===== src/rtl/pl_pkg.sv =====
// Shared definitions for the memory-stage load/store unit: funct3 encodings,
// fault cause codes and the transaction FSM state type.
package pl_pkg;

  localparam logic [2:0] F3_B  = 3'b000;
  localparam logic [2:0] F3_H  = 3'b001;
  localparam logic [2:0] F3_W  = 3'b010;
  localparam logic [2:0] F3_BU = 3'b100;
  localparam logic [2:0] F3_HU = 3'b101;

  typedef enum logic [1:0] {
    CAUSE_MISALIGN = 2'd0,
    CAUSE_ILLEGAL  = 2'd1,
    CAUSE_TIMEOUT  = 2'd2
  } fault_cause_t;

  typedef enum logic [1:0] {
    ST_IDLE = 2'd0,
    ST_REQ  = 2'd1,
    ST_WAIT = 2'd2,
    ST_DONE = 2'd3
  } lsu_state_t;

  // Encodings with no RV32I load/store meaning, plus stores of the unsigned forms.
  function automatic logic f3_illegal(input logic [2:0] f3, input logic is_store);
    return (f3 == 3'b011) || (f3 == 3'b110) || (f3 == 3'b111) || (is_store && f3[2]);
  endfunction

  function automatic logic f3_misaligned(input logic [2:0] f3, input logic [1:0] addr);
    return ((f3[1:0] == F3_H[1:0]) && addr[0]) ||
           ((f3[1:0] == F3_W[1:0]) && (addr != 2'b00));
  endfunction

endpackage


===== src/rtl/pl_lsu_align.sv =====
// Byte-lane steering for stores and byte/half extraction with sign or zero
// extension for loads. Purely combinational.
module pl_lsu_align
  import pl_pkg::*;
(
  input  logic [2:0]  i_funct3,
  input  logic [1:0]  i_addr,
  input  logic [31:0] i_wdata,
  input  logic [31:0] i_rdata,
  output logic [31:0] o_wdata_c,
  output logic [3:0]  o_wstrb_c,
  output logic [31:0] o_rdata_c
);

  logic [7:0]  w_byte;
  logic [15:0] w_half;

  // Store data is replicated across lanes so the strobes alone pick the target bytes.
  always_comb begin
    o_wdata_c = i_wdata;
    o_wstrb_c = 4'b1111;
    case (i_funct3[1:0])
      2'b00: begin
        o_wdata_c = {4{i_wdata[7:0]}};
        o_wstrb_c = 4'b0001 << i_addr;
      end
      2'b01: begin
        o_wdata_c = {2{i_wdata[15:0]}};
        o_wstrb_c = i_addr[1] ? 4'b1100 : 4'b0011;
      end
      default: ;
    endcase
  end

  always_comb begin
    case (i_addr)
      2'd0:    w_byte = i_rdata[7:0];
      2'd1:    w_byte = i_rdata[15:8];
      2'd2:    w_byte = i_rdata[23:16];
      default: w_byte = i_rdata[31:24];
    endcase
    w_half = i_addr[1] ? i_rdata[31:16] : i_rdata[15:0];

    o_rdata_c = i_rdata;
    case (i_funct3)
      F3_B:    o_rdata_c = {{24{w_byte[7]}}, w_byte};
      F3_H:    o_rdata_c = {{16{w_half[15]}}, w_half};
      F3_BU:   o_rdata_c = {24'd0, w_byte};
      F3_HU:   o_rdata_c = {16'd0, w_half};
      default: ;
    endcase
  end

endmodule


===== src/rtl/pl_mem_lsu.sv =====
// Memory-stage load/store unit: runs one valid/ready bus transaction per
// M-stage memory op, stalls the pipeline meanwhile and reports faults.
module pl_mem_lsu
  import pl_pkg::*;
#(
  parameter int unsigned TIMEOUT_CYCLES = 64,
  parameter int unsigned TO_W           = 7
) (
  input  logic        clk,
  input  logic        rst,
  input  logic        MemReadM,
  input  logic        MemWriteM,
  input  logic [2:0]  Funct3M,
  input  logic [31:0] ALUResultM,
  input  logic [31:0] WriteDataM,
  input  logic        RegWriteM,
  output logic        RegWriteOutM,
  output logic [31:0] ReadDataM,
  output logic        StallM,
  output logic        MemFaultM,
  output logic [1:0]  FaultCauseM,
  output logic        bus_valid,
  input  logic        bus_ready,
  output logic        bus_we,
  output logic [31:0] bus_addr,
  output logic [31:0] bus_wdata,
  output logic [3:0]  bus_wstrb,
  input  logic        bus_rvalid,
  input  logic [31:0] bus_rdata
);

  lsu_state_t   r_state;
  logic [TO_W-1:0] r_wdog;
  logic [31:0]  r_read_data;
  logic         r_fault;
  fault_cause_t r_cause;

  logic        w_op, w_illegal, w_misal, w_idle, w_issue, w_bad;
  logic        w_busy, w_timeout, w_bus_valid;
  logic [31:0] w_lane_wdata, w_load_ext;
  logic [3:0]  w_lane_wstrb;

  pl_lsu_align u_align (
    .i_funct3  (Funct3M),
    .i_addr    (ALUResultM[1:0]),
    .i_wdata   (WriteDataM),
    .i_rdata   (bus_rdata),
    .o_wdata_c (w_lane_wdata),
    .o_wstrb_c (w_lane_wstrb),
    .o_rdata_c (w_load_ext)
  );

  assign w_op      = MemReadM | MemWriteM;
  assign w_illegal = f3_illegal(Funct3M, MemWriteM) | (MemReadM & MemWriteM);
  assign w_misal   = f3_misaligned(Funct3M, ALUResultM[1:0]);
  assign w_idle    = (r_state == ST_IDLE);
  assign w_issue   = w_idle & w_op & ~w_illegal & ~w_misal;
  assign w_bad     = w_idle & w_op & (w_illegal | w_misal);
  assign w_busy    = (r_state == ST_REQ) | (r_state == ST_WAIT);
  assign w_timeout = w_busy & (r_wdog == TO_W'(TIMEOUT_CYCLES - 1));

  // Everything toward the bus and pipeline is forced quiet while reset is held.
  assign w_bus_valid  = ~rst & (w_issue | ((r_state == ST_REQ) & ~w_timeout));
  assign bus_valid    = w_bus_valid;
  assign bus_we       = w_bus_valid & MemWriteM;
  assign bus_addr     = w_bus_valid ? {ALUResultM[31:2], 2'b00} : 32'd0;
  assign bus_wdata    = bus_we ? w_lane_wdata : 32'd0;
  assign bus_wstrb    = bus_we ? w_lane_wstrb : 4'd0;
  assign StallM       = ~rst & (w_issue | (w_busy & ~w_timeout));
  assign RegWriteOutM = ~rst & RegWriteM & ((w_idle & ~w_op) | (r_state == ST_DONE));

  assign ReadDataM   = r_read_data;
  assign MemFaultM   = r_fault;
  assign FaultCauseM = r_cause;

  always_ff @(posedge clk) begin
    if (rst) begin
      r_state     <= ST_IDLE;
      r_wdog      <= '0;
      r_read_data <= 32'd0;
      r_fault     <= 1'b0;
      r_cause     <= CAUSE_MISALIGN;
    end else begin
      r_fault <= 1'b0;
      r_cause <= CAUSE_MISALIGN;
      case (r_state)
        ST_IDLE: begin
          if (w_bad) begin
            r_fault <= 1'b1;
            r_cause <= w_illegal ? CAUSE_ILLEGAL : CAUSE_MISALIGN;
          end else if (w_issue) begin
            r_wdog <= '0;
            if (bus_ready) r_state <= MemWriteM ? ST_DONE : ST_WAIT;
            else           r_state <= ST_REQ;
          end
        end
        ST_REQ: begin
          if (w_timeout) begin
            r_state <= ST_IDLE;
            r_fault <= 1'b1;
            r_cause <= CAUSE_TIMEOUT;
          end else if (bus_ready) begin
            r_wdog  <= '0;
            r_state <= MemWriteM ? ST_DONE : ST_WAIT;
          end else begin
            r_wdog <= r_wdog + TO_W'(1);
          end
        end
        ST_WAIT: begin
          if (w_timeout) begin
            r_state <= ST_IDLE;
            r_fault <= 1'b1;
            r_cause <= CAUSE_TIMEOUT;
          end else if (bus_rvalid) begin
            r_read_data <= w_load_ext;
            r_state     <= ST_DONE;
          end else begin
            r_wdog <= r_wdog + TO_W'(1);
          end
        end
        default: r_state <= ST_IDLE;
      endcase
    end
  end

endmodule


===== config.mk =====
export PLATFORM = sky130hd
export DESIGN_NAME = pl_mem_lsu
export DESIGN_NICKNAME = d
export VERILOG_FILES = /design/src/rtl/pl_pkg.sv /design/src/rtl/pl_lsu_align.sv /design/src/rtl/pl_mem_lsu.sv
export SDC_FILE = /design/constraint.sdc
export NUM_CORES = 1
export LEC_CHECK = 0
export ABC_CLOCK_PERIOD_IN_PS = 3300
export CORE_AREA = 2 2 82 84
export DETAILED_ROUTE_END_ITERATION = 8
export DIE_AREA = 0 0 84 86
export DONT_BUFFER_PORTS = 1
export PLACE_DENSITY = 0.69
export REMOVE_ABC_BUFFERS = 1
export SLEW_MARGIN = 20
export SYNTH_ARGS = -nofsm -noshare
export SYNTH_HDL_FRONTEND = slang
export SYNTH_SLANG_ARGS = --single-unit

===== constraint.sdc =====
create_clock -name clk -period 3.3 [get_ports clk]
set_input_delay 0.165 -clock clk [delete_from_list [all_inputs] [get_ports clk]]
set_output_delay 0.165 -clock clk [all_outputs]
set_load 0.05 [all_outputs]

==> flow_results.org, run 1 <==
** Status
- The flow ran to the end, and the final reports show no timing, DRC or antenna violations.

** STA
- Between clock sinks in the finished design, the worst skew comes to 7.28 ps.
- Headroom to the max-slew limit came out at 0.232.
- Final worst slack :: 566 ps
- Setup violations remaining at the end of the flow were counted as 0.
- In the finished design, the share of the clock period the worst path needs comes to 0.829.
- The final number of max-transition violations came to 0.
- Setup repair after global routing missed its margin :: false
- The routed design could run at a clock period as short as 2730 ps.
- For the pin with the worst max-slew slack, the measured transition is 1140 ps.
- Achievable Freq :: 366 MHz
- The count of endpoints failing hold in the final timing report was 0.

** Yosys
- Of the post-synthesis cell area, the dominant cell type holds 0.273.
- The synthesized design contains 0 enable-type register cells.
- Syn_area_per_cell :: 7.29 um2
- The share of the Yosys chip area taken by registers is 0.273.
- Of the total synthesized cell area, the portion taken by AND, OR, NAND and NOR gates is 0.287.
- Dominant cell by count in the synthesized netlist :: nor2_1
- Summed over all instances, the cell type with the most area after synthesis is dfxtp_1.
- Unique masters post-synth :: 51
- Count of synthesis-stage warnings from yosys :: 0
- Post-synthesis share of cell area spent on xor and xnor gates :: 0
- In this run, synthesis produced a sequential element count of 44.
- Post-synthesis async set-or-reset flop share :: 0
- Largest family of logic cells by synthesized area :: simple AND/OR/NAND/NOR gates
- Share of synthesized area spent on multiplexers :: 0.0850
- For this run, the leading register cell type out of synthesis is dfxtp_1.
- Total standard cell area after synthesis :: 0.00322 mm2
- By area the synthesized netlist is led by dfxtp_1 27%, nor2_1 8.3%, and3_1 8.2%.
- Adder and majority gate portion of the synthesized area :: 0.0233
- Most used standard cells in the synthesized netlist :: 71 x nor2_1, 44 x dfxtp_1, 44 x nand2_1
- Area fraction in compound gates after synthesis :: 0.260
- Post-synthesis instance total :: 442

** Routing
- Total DRC errors in the routed layout :: 0
- The detail route stage leaves a number of antenna-violating nets equal to 0.
- Dividing the detail-routed via count by the number of cells gives 6.43.
- Dividing the detail-routed wire length by the instance count gives 21.2 um.
- Wires add up to 11.1 mm.
- Before antenna repair, the detailed router went through 5 iterations.
- Drt initial violations :: 307
- Summing over every cut layer, the via total after detailed routing is 3368.

** Die
- The core region is 0.00628 mm2.
- The floorplan step defined a die boundary enclosing 0.00722 mm2.
- For this design the top-level I/O count stands at 213.
- Placement row count :: 29
- Starting Density :: 0.513
- The die is 84 um wide.
- From bottom edge to top edge, the die measures 86 um.

** Global route
- Number of antenna violations at the first check in global routing :: 5
- For this run, the total global-route usage over all layers was measured as 0.286.
- Entering global routing, the biggest net connects 61 pins.
- Congestion Overflow GR :: 0
- The first global-routing pass estimated 16.6 mm of wire.
- The number of global-route vias before repair was 3122.

** Placed design
- Before CTS, the worst setup slack after placement is 900 ps.
- Placed cell count :: 510
- The count of buffers added on input and output ports is 0.
- Final weighted congestion in routability-driven placement :: 0.851
- Once detailed placement completed, the half-perimeter wirelength came to 8.31 mm.

** CTS
- Clock tree synthesis inserted a total of 5 buffers.
- Clock Latency Late Sink :: 310 ps
- Clock root buffer :: clkbuf_8
- The H-tree was split into 2 levels.
- Number of clock sinks :: 44
- Longest Clk Path Bufs :: 2
- Clock tree from TritonCTS :: built
- Clock transition time at the flip-flop clock pins of the worst setup and hold paths :: 90 ps

** Worst setup path
- Standard cell with the maximum stage delay on the critical path :: and3_1
- Data on the critical path is required at its endpoint by 3130 ps.
- Critical setup path kind :: reg2out
- For this run, the slowest stage of the critical path takes 540 ps.
- In this run the worst setup path begins at r_state[0]$_SDFFE_PP0P_.
- Traced cell by cell, the critical path runs through inv_1 > ha_1 > o21ai_0 > o32ai_4 > buf_4 > and3_1.
- Worst setup SP type :: flop
- Critical R2R Launch :: r_state[0]$_SDFFE_PP0P_
- STA classifies the critical path endpoint as an output pin.
- Along the worst path, the maximum fanout reaches 33.
- Arrival time of the worst setup path :: 2570 ps

** Hold path
- In this run the most critical hold path is launched from bus_rdata[18].
- Class of the tightest hold or removal check :: in2reg

** Power and ir drop
- PwrDens :: 645 mW/mm2
- Highest ir drop seen on vdd :: 0.438 mV
- Summed over all cells, the static leakage comes to 0.00154 uW.

** Cells and area
- From synthesis to final layout, the design area changed by 10.5%.
- Layout net count :: 553
- Of the cells placed in the final design, the portion with a size suffix greater than 1 is 0.115.
- Leaving out filler cells and counting taps, the final layout contains 524.

** Run
- Across the run, the number of max-cap violations was 0.
-- repair_timing --
action,4_1_cts,5_1_grt
setup buffers,0,0
endpoints found under the hold margin,37,0
gates resized for setup,0,0
hold buffers,1,0
-- registers in the layout, indices dropped and copies added, names as in the netlist --
register     flops
FaultCauseM      2
ReadDataM       32
r_state          2
MemFaultM        1
r_wdog           7
-- layout by cell type, fill, tap and decap left out, types with 2 or more instances in the layout --
cell type	count
nand2b_1	2
nand2_1	44
nor2_1	70
diode_2	5
o41ai_1	3
ha_1	6
o21ai_0	17
dfxtp_1	44
mux2i_1	24
o31ai_1	2
a22o_1	8
inv_1	9
a21oi_1	28
a22oi_1	15
o21ai_1	2
a311oi_1	17
buf_4	32
clkbuf_8	7
and3_1	42
nor3_1	4
a21boi_0	2
nand3_1	10
or4_1	4
a211oi_1	17
conb_1	2
nor2b_1	5
a211o_1	2
-- critical path, delay by kind of cell, from the launching register on --
family	cells	cell delay [ps]
compound gates	2	670
fa+ha+maj	1	270
buf+inv	2	440
flops	1	350
simple gates	1	540
-- layout make-up --
class	instances	area, um2
Inverter	9	33.8
Sequential cell	44	881
Tap cell	77	96.3
Fill cell	633	2720
Timing Repair Buffer	33	260
Multi-Input combinational cell	348	2150
Antenna cell	5	12.5
Clock inverter	1	30.0
Clock buffer	7	96.3
-- report_power, final --
part           total [uW]  switching [uW]  internal [uW]  leakage, uW
logic                 939             675            264      0.00112
registers             894             287            607     0.000357
clock network         464             197            267    0.0000645
-- logic make-up (layout without fill, tap and decap cells) --
| logic type | count (synthesis) | count (layout) |
|---|---|---|
| other | 1 | 7 |
| flip-flops | 44 | 44 |
| AO/OA/AOI/OAI | 121 | 121 |
| buffers and inverters | 51 | 50 |
| AND/OR/NAND/NOR | 193 | 193 |
| adder cells (fa/ha/maj) | 6 | 6 |
| multiplexers | 26 | 26 |
-- final timing paths --
| check | to | cells after the start | slack [ps] |
|---|---|---|---|
| setup / recovery | bus_addr[25] | 6 | 570 |
| setup reg to reg | ReadDataM[17]$_SDFFE_PP0P_ | 7 | 840 |
| hold / removal | ReadDataM[18]$_SDFFE_PP0P_ | 2 | 10 |
| hold reg to reg | r_wdog[6]$_SDFFE_PP0P_ | 1 | 490 |
-- per-layer routing --
layer / part of all wire / vias up / global-route usage / wire (um)
met5: 0.00099 / - / 0 / 11
met3: 0.12 / 29 / 0.112 / 1280
met4: 0.028 / 2 / 0.0880 / 307
met1: 0.36 / 1542 / 0.323 / 4050
met2: 0.49 / 179 / 0.500 / 5480
li1: - / 1616 / - / -
-- metrics by stage --
| stage | cell area (um2) | hold slack, ps | TNS, ps | total power (uW) | util |
|---|---|---|---|---|---|
| 3_3_place_gp | 3400 | 240 | 0 | 1810 | 0.542 |
| 6_report | 3560 | 12.6 | 0 | 2300 | 0.567 |
| 4_1_cts | 3550 | 16.1 | 0 | 2290 | 0.565 |
| 5_1_grt | 3560 | 19.3 | 0 | 2390 | 0.567 |
| 2_1_floorplan | 3040 | 234 | -34200 | 1640 | - |
| 3_5_place_dp | 3400 | 243 | 0 | 1830 | 0.542 |
Power figures use the tool's default switching activity.
==> run 2: changes to the inputs <==
--- a/config.mk
+++ b/config.mk
@@ -5,12 +5,13 @@
 export SDC_FILE = /design/constraint.sdc
 export NUM_CORES = 1
 export LEC_CHECK = 0
-export ABC_CLOCK_PERIOD_IN_PS = 3300
+export ABC_AREA = 1
+export ABC_CLOCK_PERIOD_IN_PS = 2460
 export CORE_AREA = 2 2 82 84
 export DETAILED_ROUTE_END_ITERATION = 8
 export DIE_AREA = 0 0 84 86
 export DONT_BUFFER_PORTS = 1
-export PLACE_DENSITY = 0.69
+export PLACE_DENSITY = 0.71
 export REMOVE_ABC_BUFFERS = 1
 export SLEW_MARGIN = 20
 export SYNTH_ARGS = -nofsm -noshare
==> constraint.sdc (replaced) <==
create_clock -name clk -period 2.46 [get_ports clk]
set_input_delay 0.123 -clock clk [delete_from_list [all_inputs] [get_ports clk]]
set_output_delay 0.123 -clock clk [all_outputs]
set_load 0.05 [all_outputs]
==> run 2 against run 1 <==
Against the previous run: highest routed layer is now met4; non-clock buffer count increased by 58; sequential share of layout area decreased by 4.5 points; final cell count increased by 31%; synthesized cell count increased by 21%; total power increased by 73%; cell area increased by 23%; critical path type unchanged; hold slack got worse by 6.6 ps.
==> flow_results.org, run 2 <==
** Status
- Outcome :: finished, final reports clean

** Power and ir drop
- The net switching power of the design came to 2140 uW (+84%).
- Portion of total power attributed to the clock network :: 0.146 (-0.056)
- The net switching share of the total power came to 0.536 (+0.0322).
- P_leak :: 0.00217 uW (+41%)
- Part of the total power dissipated in combinational logic :: 0.500 (+0.091)
- Part of the power in registers :: 0.355 (-0.034)
- Highest ir drop seen on vdd :: 0.557 mV (+27%)
- The power density of the placed cells was 906 mW/mm2 (+41%).
- The cell-internal power came to 1850 uW (+62%).

** Worst setup path
- Kind of cell adding the most delay to the critical path :: simple AND/OR/NAND/NOR gates
- Arrival time of the worst setup path :: 2220 ps (-350 ps)
- The buffering stage count on the worst path with inverters included was 5 (+3).
- The largest driver fanout on the critical path was 18 (-45%).
- The slowest stage of the critical path belongs to the cell dfxtp_4.
- The stage delay of the slowest cell on the critical path is 370 ps (-170 ps).
- Endpoint kind of the worst setup timing path :: output pin
- Series of cell instances along the critical path :: inv_2 > ha_4 > inv_1 > nor2_2 > nand3_2 > nor2_2 > inv_2 > a21oi_4 > buf_6 > nand2_8 > nor2_1 > buf_4
- Required time at the endpoint of the critical path :: 2340 ps (-790 ps)
- The worst setup path is launched from a flop.
- Critical setup path kind :: reg2out

** Routing
- Total DRC errors in the routed layout :: 0 (unchanged)
- The number of DRC markers after the initial detailed-route iteration is 247 (-20%).
- Via density per instance :: 5.79 (-10%)
- Via Count :: 3970 (+18%)
- Count of TritonRoute iterations in the first routing pass :: 5 (unchanged)
- Total wirelength of the detailed-routed design :: 12.0 mm (+8.1%)
- Residual antenna-violating net count after detailed routing :: 0 (unchanged)
- The average wire length per cell after detail routing is 17.5 um (-17%).

** Global route
- First-pass GRT wire length :: 17.6 mm (+5.7%)
- Number of antenna violations at the first check in global routing :: 0 (-5)
- The overall global routing resource usage is 0.301 (+0.0155).
- The maximum number of pins on one net before global-route repair was 41 (-33%).
- The number of global-route vias before repair was 3687 (+18%).
- The total congestion overflow was 0 (unchanged).

** Cells and area
- Final antenna diode count :: 0 (-5)
- Most frequent standard cell in the layout excluding fill and tap cells :: nand2_1
- Area of all placed cells without fillers :: 0.00440 mm2 (+23%)
- The share of layout cells above drive strength 1 is 0.256 (+0.141).
- The number of flip-flops in the largest register is 32 (unchanged).
- Synthesis-to-layout area growth :: 37.0%
- Final core occ :: 0.700 (+0.133)
- The filler cell count in the final layout was 544 (-14%).
- Commonest cells after routing, fill and taps aside :: 95 x nand2_1, 85 x nor2_1, 72 x inv_1
- The number of nets in the final layout is 720 (+30%).

** CTS
- Clock Latency Late Sink :: 310 ps (about the same)
- The buffer depth of the longest clock path was 2 (unchanged).
- Clock transition time at the flip-flop clock pins of the worst setup and hold paths :: 90 ps (about the same)
- Clock tree from TritonCTS :: built
- The H-tree depth came to 2 (unchanged).
- Number of clock sinks :: 44 (unchanged)
- Clock tree synthesis selected as its root buffer the cell clkbuf_8.
- Number of buffers added by the clock tree synthesis step :: 5 (unchanged)

** Die
- Starting Density :: 0.511 (-0.00239)
- The number of ports placed on the die boundary was 213 (unchanged).
- Core outline area :: 0.00628 mm2 (unchanged)
- Die Height :: 86 um (unchanged)
- The total number of placement rows came to 29 (unchanged).
- Die outline width :: 84 um (unchanged)
- Overall die area :: 0.00722 mm2 (unchanged)

** Yosys
- In the synthesized netlist the dominant register cell turns out to be dfxtp_1.
- Top cell type by total area after synthesis :: dfxtp_1
- Top cells by area in the synthesized netlist :: dfxtp_1 27%, nor2_1 14%, nand2_1 11%
- The number of standard cells after synthesis was 537 (+21%).
- Most used standard cells in the synthesized netlist :: 117 x nor2_1, 95 x nand2_1, 74 x inv_1
- The register bit total from synthesis was 44 (unchanged).
- Count of synthesis-stage warnings from yosys :: 0 (unchanged)
- The area of the mapped netlist came to 0.00321 mm2 (-0.47%).
- The number of enable-type register cells in the synthesized netlist is 0 (unchanged).
- The number of distinct library cells after synthesis was 31 (-39%).
- The portion of the post-synthesis area used by sequential elements was 0.275 (+0.00128).
- Share of the synthesized area in the top cell type :: 0.275 (+0.00128)
- The fraction of synthesis flops using an asynchronous set or reset pin is 0 (unchanged).
- Dominant cell by count in the synthesized netlist :: nor2_1
- The post-synthesis average cell area is 5.97 um2 (-18%).

** STA
- Clock tree skew after final layout :: 7.56 ps (+0.288 ps)
- Transition time at the pin with the least slew margin :: 709 ps (-436 ps)
- The final number of max-transition violations was 0 (unchanged).
- Post-layout minimum cycle time :: 2350 ps
- Portion of the clock cycle consumed by the worst path in the final layout :: 0.954
- The final setup violation count is 0 (unchanged).
- Based on the critical path, the design can be clocked at up to 426 MHz.
- Hold violation total from the final report :: 0 (unchanged)
- WHS :: 6.03 ps (-6.58 ps)
- The normalized max-slew margin is 0.527 (+0.294).

** Hold path
- Class of the tightest hold or removal check :: in2reg

** Placed design
- The detailed-placement wirelength estimate was 8.10 mm (-2.6%).
- The placed instance area is 0.00373 mm2 (+9.5%).
- The global placer's final weighted congestion came to 0.929 (+9.2%).
- The count of buffers from port buffering came to 0 (unchanged).

** Run
- Max-capacitance violation count :: 0 (unchanged)
## run 2: power groups by stage
| stage | Sequential [uW] | Clock (uW) | Combinational (uW) |
|---|---|---|---|
| after floorplan | 1380 | 0 | 1230 |
| after global placement | 1420 | 0 | 1610 |
| after detailed placement | 1420 | 0 | 1650 |
| after CTS | 1410 | 590 | 1710 |
| after global routing | 1430 | 621 | 2130 |
| final | 1410 | 581 | 1990 |
## run 2: cell type report
class	count	area [um2]	share of cell area
clock buffer	5	68.8	0.0157
timing repair buffer	91	896	0.204
tap	77	96.3	0.0219
sequential	44	888	0.202
inverter	81	309	0.0703
multi-input combinational	385	2090	0.476
clock inverter	3	46.3	0.0105
## run 2: cell families (layout without fill, tap and decap cells)
family	after synthesis	after routing	synth area share
AO/OA/AOI/OAI	115	115	0.220
AND/OR/NAND/NOR	256	259	0.329
adder cells (fa/ha/maj)	6	6	0.0234
buffers and inverters	112	180	0.144
other	1	2	0.00117
flip-flops	44	44	0.275
XOR/XNOR	3	3	0.00819
## run 2: through the flow
stage | power (uW) | instances | TNS (ps) | worst slack (ps)
after floorplan | 2610 | 507 | -14670 | -596
after global placement | 3030 | 661 | 0 | 386
after detailed placement | 3070 | 661 | 0 | 280
after CTS | 3700 | 680 | 0 | 26.1
after global routing | 4180 | 686 | -51.3 | -19.9
final | 3980 | 686 | 0 | 112
## run 2: worst paths after layout
check	slack, ps	to	cells past startpoint	from
max	110	bus_wdata[22]	12	r_state[0]$_SDFFE_PP0P_
min reg2reg	530	r_wdog[6]$_SDFFE_PP0P_	2	r_wdog[6]$_SDFFE_PP0P_
min	6	ReadDataM[16]$_SDFFE_PP0P_	2	bus_rdata[16]
max reg2reg	450	ReadDataM[3]$_SDFFE_PP0P_	10	r_wdog[0]$_SDFFE_PP0P_
## run 2: metal layers
layer	share of wire	GRT usage	wire, um	up-vias
li1	-	-	-	1873
met3	0.11	0.0972	1310	44
met2	0.49	0.516	5880	266
met4	0.046	0.148	549	0
met1	0.36	0.340	4280	1787
met5	0	0	0	-
## run 2: timing repair
item,in CTS,in global routing
endpoints found under the setup margin,20,67
gates resized for setup,2,108
setup buffers,3,4
endpoints found under the hold margin,12,0
hold buffers,7,0
pin swaps,2,6
cloned,1,2
